### config.mk
export PLATFORM = sky130hd
export DESIGN_NAME = piso_tx
export DESIGN_NICKNAME = d
export VERILOG_FILES = /design/src/rtl/piso_tx.sv
export SDC_FILE = /design/constraint.sdc
export NUM_CORES = 1
export LEC_CHECK = 0
export BUFFER_PORTS_ARGS = -buffer_cell sky130_fd_sc_hd__buf_2
export CORE_AREA = 2 2 39 41
export CTS_CLUSTER_DIAMETER = 60
export CTS_CLUSTER_SIZE = 14
export DETAILED_ROUTE_END_ITERATION = 10
export DIE_AREA = 0 0 41 43
export PLACE_DENSITY_LB_ADDON = 0.1
export SLEW_MARGIN = 25
export SYNTH_ARGS = -nofsm -noshare
export SYNTH_HDL_FRONTEND = slang
export SYNTH_SLANG_ARGS = --single-unit
### constraint.sdc
create_clock -name clk -period 1.4 [get_ports clk]
set_clock_uncertainty 0.1 [all_clocks]
set_input_delay 0.28 -clock clk [delete_from_list [all_inputs] [get_ports clk]]
set_output_delay 0.28 -clock clk [all_outputs]
set_load 0.05 [all_outputs]
### src/rtl/piso_tx.sv
// Parallel-in serial-out transmitter: MSB-first bit stream with frame qualifier, falling-edge clocked.
// Optional even-parity bit after d[0] when PISO_PARITY_EN is defined.
module piso_tx #(
  parameter int unsigned WIDTH = 4
) (
  input  logic             clk,
  input  logic             rst,
  input  logic [WIDTH-1:0] d,
  input  logic             load_valid,
  output logic             load_ready,
  output logic             so,
  output logic             frame,
  output logic             busy
);

  localparam int unsigned CW = $clog2(WIDTH + 1);
  localparam int unsigned SW = WIDTH - 1;

  localparam logic [1:0] IDLE   = 2'd0;
  localparam logic [1:0] SHIFT  = 2'd1;
`ifdef PISO_PARITY_EN
  localparam logic [1:0] PARITY = 2'd2;
`endif

  logic [1:0]    state, state_n;
  logic [SW-1:0] sreg, sreg_n;
  logic [CW-1:0] cnt, cnt_n;
  logic          so_n, frame_n;
  logic          accept;
  logic          last_cycle;
`ifdef PISO_PARITY_EN
  logic          par, par_n;
`endif

  // Final framed cycle: the slot in which the next word may be accepted without a gap.
`ifdef PISO_PARITY_EN
  assign last_cycle = (state == PARITY);
`else
  assign last_cycle = (state == SHIFT) && (cnt == '0);
`endif

  assign load_ready = !rst && ((state == IDLE) || last_cycle);
  assign accept     = load_valid && load_ready;
  assign busy       = (state != IDLE);

  always_ff @(negedge clk or posedge rst) begin
    if (rst) begin
      state <= IDLE;
      sreg  <= '0;
      cnt   <= '0;
      so    <= 1'b0;
      frame <= 1'b0;
`ifdef PISO_PARITY_EN
      par   <= 1'b0;
`endif
    end else begin
      state <= state_n;
      sreg  <= sreg_n;
      cnt   <= cnt_n;
      so    <= so_n;
      frame <= frame_n;
`ifdef PISO_PARITY_EN
      par   <= par_n;
`endif
    end
  end

  always_comb begin
    state_n = state;
    sreg_n  = sreg;
    cnt_n   = cnt;
    so_n    = so;
    frame_n = frame;
`ifdef PISO_PARITY_EN
    par_n   = par;
`endif
    if (accept) begin
      // MSB goes out immediately; the remainder waits left-aligned in sreg.
      state_n = SHIFT;
      so_n    = d[WIDTH-1];
      frame_n = 1'b1;
      sreg_n  = d[WIDTH-2:0];
      cnt_n   = CW'(WIDTH - 1);
`ifdef PISO_PARITY_EN
      par_n   = ^d;
`endif
    end else begin
      case (state)
        SHIFT: begin
          if (cnt != '0) begin
            so_n   = sreg[SW-1];
            sreg_n = sreg << 1;
            cnt_n  = cnt - CW'(1);
          end else begin
`ifdef PISO_PARITY_EN
            state_n = PARITY;
            so_n    = par;
`else
            state_n = IDLE;
            so_n    = 1'b0;
            frame_n = 1'b0;
`endif
          end
        end
`ifdef PISO_PARITY_EN
        PARITY: begin
          state_n = IDLE;
          so_n    = 1'b0;
          frame_n = 1'b0;
        end
`endif
        IDLE: begin
          so_n    = 1'b0;
          frame_n = 1'b0;
        end
        default: begin
          state_n = IDLE;
          so_n    = 1'b0;
          frame_n = 1'b0;
        end
      endcase
    end
  end

endmodule

==> flow_results.xml <==
<?xml version="1.0" encoding="UTF-8"?>
<metrics>
  <group name="outcome">
    <metric name="status" unit="">finished, violations left</metric>
    <metric name="violations_in_the_final_reports" unit="">setup timing</metric>
  </group>
  <group name="timing">
    <metric name="final_max_slew_viol_count" unit="">0</metric>
    <metric name="timing_worst_slew_pin_value" unit="ps">221.2</metric>
    <metric name="number_of_hold_violations_in_the_final_report" unit="">0</metric>
    <metric name="fin_tns_setup" unit="ps">-4558</metric>
    <metric name="max_slew_margin" unit="">0.8516</metric>
    <metric name="rsz0062_at_grt" unit="">true</metric>
    <metric name="final-setup-viol-count" unit="">13</metric>
    <metric name="holdWs" unit="ps">373.7</metric>
    <metric name="post-route-worst-setup-slack" unit="ps">-976.6</metric>
  </group>
  <group name="grt">
    <metric name="first_global_vias" unit="">476</metric>
    <metric name="groute.usage.overall" unit="">0.1690</metric>
    <metric name="maximum_number_of_pins_on_one_net_before_global_route_repair" unit="">10</metric>
    <metric name="grt_pass1_wl" unit="µm">1938</metric>
    <metric name="antenna_found_initial" unit="">0</metric>
    <metric name="grt_overflow_total" unit="">0</metric>
  </group>
  <group name="synthesis">
    <metric name="yosysTopAreaCellShare" unit="">0.4905</metric>
    <metric name="postSynthRegisterBits" unit="">9</metric>
    <metric name="synth_area_leader_cell" unit="">sky130_fd_sc_hd__dfrtn_1</metric>
    <metric name="synth_sequential_area_ratio" unit="">0.4905</metric>
    <metric name="yosysWarningCount" unit="">0</metric>
    <metric name="synth_area" unit="µm²">459.2</metric>
    <metric name="ys_top_cells_by_area" unit="">sky130_fd_sc_hd__dfrtn_1 (49%), sky130_fd_sc_hd__mux2_2 (7.4%), sky130_fd_sc_hd__mux2_4 (6.5%)</metric>
    <metric name="synth_cell_types" unit="">19</metric>
    <metric name="synth_cells" unit="">40</metric>
    <metric name="syn_nets" unit="">49</metric>
    <metric name="synthesis.area_per_instance" unit="µm²">11.48</metric>
  </group>
  <group name="floorplanning">
    <metric name="ios" unit="">11</metric>
    <metric name="core-area" unit="µm²">1384</metric>
    <metric name="fp.dieH" unit="µm">43</metric>
    <metric name="die-area" unit="µm²">1763</metric>
    <metric name="die_w" unit="µm">41</metric>
    <metric name="start_util" unit="">0.3318</metric>
    <metric name="core.rowCount" unit="">14</metric>
  </group>
  <group name="clock_tree">
    <metric name="cts_inserted_buffers" unit="">3</metric>
    <metric name="tritoncts" unit="">built</metric>
    <metric name="clkLatencyLatePin" unit="ps">270</metric>
    <metric name="clk_root_buffer_cell" unit="">sky130_fd_sc_hd__clkbuf_4</metric>
    <metric name="cts.reportedPaths.clkPinSlew" unit="ps">50</metric>
    <metric name="clock_sinks" unit="">9</metric>
    <metric name="clock_path_buffers" unit="">2</metric>
    <metric name="cts_max_level" unit="">1</metric>
  </group>
  <group name="routing">
    <metric name="postRouteAntennaNets" unit="">0</metric>
    <metric name="detailroute.via_count" unit="">395</metric>
    <metric name="number_of_iterations_in_the_first_detailed_routing_pass" unit="">2</metric>
    <metric name="routed_wl" unit="µm">1024</metric>
    <metric name="detail_route.iter0.violations" unit="">3</metric>
    <metric name="wire_per_inst" unit="µm">12.19</metric>
    <metric name="route.detailed.vias_per_inst" unit="">4.702</metric>
    <metric name="post-route-drc-count" unit="">0</metric>
  </group>
  <group name="cells_and_area">
    <metric name="final_cell_area" unit="µm²">797.0</metric>
    <metric name="finalCoreUtilization" unit="">0.5759</metric>
    <metric name="layout_common_cells" unit="">sky130_fd_sc_hd__buf_4 (10), sky130_fd_sc_hd__dfrtn_1 (9), sky130_fd_sc_hd__buf_6 (7)</metric>
    <metric name="layout_commonest_cell" unit="">sky130_fd_sc_hd__buf_4</metric>
    <metric name="finalNetCount" unit="">78</metric>
    <metric name="diodes" unit="">0</metric>
    <metric name="flow.area_growth_from_synthesis" unit="%">73.57</metric>
    <metric name="drive_above_1_share" unit="">0.6912</metric>
  </group>
  <group name="place">
    <metric name="place.detailed.hpwl" unit="µm">785.8</metric>
    <metric name="numPortBuffers" unit="">10</metric>
    <metric name="place_congestion" unit="">0.6936</metric>
    <metric name="post_dp_cell_area" unit="µm²">661.9</metric>
  </group>
  <group name="power">
    <metric name="power" unit="W">0.001776</metric>
    <metric name="netSwitchingFraction" unit="">0.3847</metric>
    <metric name="p_leak" unit="nW">0.3869</metric>
    <metric name="p_seq_frac" unit="">0.247</metric>
    <metric name="vdd_ir_drop_max" unit="V">0.001216</metric>
    <metric name="power.share.clock" unit="">0.112</metric>
    <metric name="power.switching" unit="W">0.0006832</metric>
    <metric name="internal-power" unit="W">0.001093</metric>
    <metric name="p_comb_frac" unit="">0.641</metric>
    <metric name="power.density" unit="nW/µm²">2228</metric>
  </group>
  <group name="critical_path">
    <metric name="crit_arrival" unit="ps">2000</metric>
    <metric name="worstRegToRegCells" unit="">6</metric>
    <metric name="worstSetupStartpointType" unit="">flip-flop</metric>
    <metric name="r2r-end" unit="">sreg[1]</metric>
    <metric name="worstPathRequired" unit="ps">1020</metric>
    <metric name="timing.setup.critical_path_class" unit="">flip-flop to primary output</metric>
    <metric name="crit_path_end_kind" unit="">primary output</metric>
    <metric name="worstPathMaxFanout" unit="">2</metric>
    <metric name="rrSetupSlack" unit="ps">-80</metric>
    <metric name="launch_instance_of_the_worst_register_to_register_path" unit="">cnt[0]</metric>
  </group>
  <group name="hold_path">
    <metric name="hold_class" unit="">flip-flop to flip-flop</metric>
    <metric name="hold_path_end" unit="">sreg[1]</metric>
    <metric name="min_path_cells" unit="">1</metric>
    <metric name="min-delay-start" unit="">sreg[0]</metric>
  </group>
  <group name="flow_run">
    <metric name="max-cap-violations" unit="">0</metric>
  </group>
</metrics>
[through the flow]
step,worst slack (ps),cells
2_1_floorplan,-799.9,40
3_3_place_gp,-820.6,77
3_5_place_dp,-845.3,77
4_1_cts,-988.2,83
5_1_grt,-1039,84
6_report,-976.6,84
[layer usage]
metal / up-vias / part of all wire / global-route usage
met2: 10 / 0.56 / 0.2875
met5: - / 0 / 0
met3: 0 / 0.043 / 0.03141
met1: 194 / 0.39 / 0.1886
met4: 0 / 0 / 0.08000
li1: 191 / - / -
[synthesized netlist by cell type]
| cell type | instances |
|---|---|
| sky130_fd_sc_hd__dfrtn_1 | 9 |
| sky130_fd_sc_hd__inv_1 | 3 |
| sky130_fd_sc_hd__mux2_2 | 3 |
| sky130_fd_sc_hd__o21ai_0 | 3 |
| sky130_fd_sc_hd__a211oi_1 | 2 |
| sky130_fd_sc_hd__a21oi_1 | 2 |
| sky130_fd_sc_hd__ha_1 | 2 |
| sky130_fd_sc_hd__mux2_4 | 2 |
| sky130_fd_sc_hd__nand2_1 | 2 |
| sky130_fd_sc_hd__nor2_1 | 2 |
| sky130_fd_sc_hd__nor2b_1 | 2 |
| sky130_fd_sc_hd__and2_0 | 1 |
| sky130_fd_sc_hd__buf_6 | 1 |
| sky130_fd_sc_hd__mux2i_1 | 1 |
| sky130_fd_sc_hd__nand2b_1 | 1 |
| sky130_fd_sc_hd__nand2b_4 | 1 |
| sky130_fd_sc_hd__nand3_1 | 1 |
| sky130_fd_sc_hd__nor3b_1 | 1 |
| sky130_fd_sc_hd__or2_2 | 1 |
[repair_timing]
action,4_1_cts,5_1_grt
resized for setup,21,8
hold buffers,0,0
setup endpoints to repair,13,13
buffers inserted,2,2
pin swaps,4,2
[power groups by stage]
stage | clock network, W | registers (W) | logic, W
after global routing | 0.000218 | 0.000452 | 0.00123
after detailed placement | 0 | 0.000430 | 0.000954
after CTS | 0.000206 | 0.000438 | 0.00110
final | 0.000200 | 0.000438 | 0.00114
after floorplan | 0 | 0.000577 | 0.000466
after global placement | 0 | 0.000424 | 0.000920
[flip-flops by register name, indices dropped and copies added (netlist names)]
signal / flops
sreg: 3
cnt: 3
state: 1
frame: 1
so: 1
[logic make-up (layout without fill, tap and decap cells)]
family                   after synthesis  in the layout  synth area share
AO/OA/AOI/OAI                          7              7           0.08718
adder cells (fa/ha/maj)                2              2           0.05449
flip-flops                             9              9            0.4905
multiplexers                           6              6            0.1608
buffers and inverters                  4             32           0.04904
AND/OR/NAND/NOR                       12             12            0.1581
[critical path, stage by stage (launching register included)]
cell	delay, ps
sky130_fd_sc_hd__dfrtn_1	420
sky130_fd_sc_hd__inv_2	60
sky130_fd_sc_hd__ha_4	160
sky130_fd_sc_hd__nand2b_4	60
sky130_fd_sc_hd__and2_4	150
sky130_fd_sc_hd__nor2_4	40
sky130_fd_sc_hd__buf_8	140
[cell type report]
class / instances / area (µm²)
inverter: 3 / 11.26
sequential: 9 / 225.2
fill: 121 / 586.8
clock buffer: 4 / 26.28
multi-input combinational: 27 / 275.3
timing repair buffer: 25 / 239.0
tap: 16 / 20.02
[how the worst max path moves through the flow]
stage / from / endpoint / slack (ps) / depth (start not counted)
6_report: cnt[0] / load_ready / -980 / 6
5_1_grt: cnt[0] / load_ready / -1040 / 6
4_1_cts: cnt[0] / load_ready / -990 / 6
3_5_place_dp: cnt[1] / load_ready / -850 / 6
3_3_place_gp: cnt[0] / load_ready / -820 / 6
2_1_floorplan: state[0] / load_ready / -800 / 2
No activity file was read; power rests on OpenSTA's default activity.
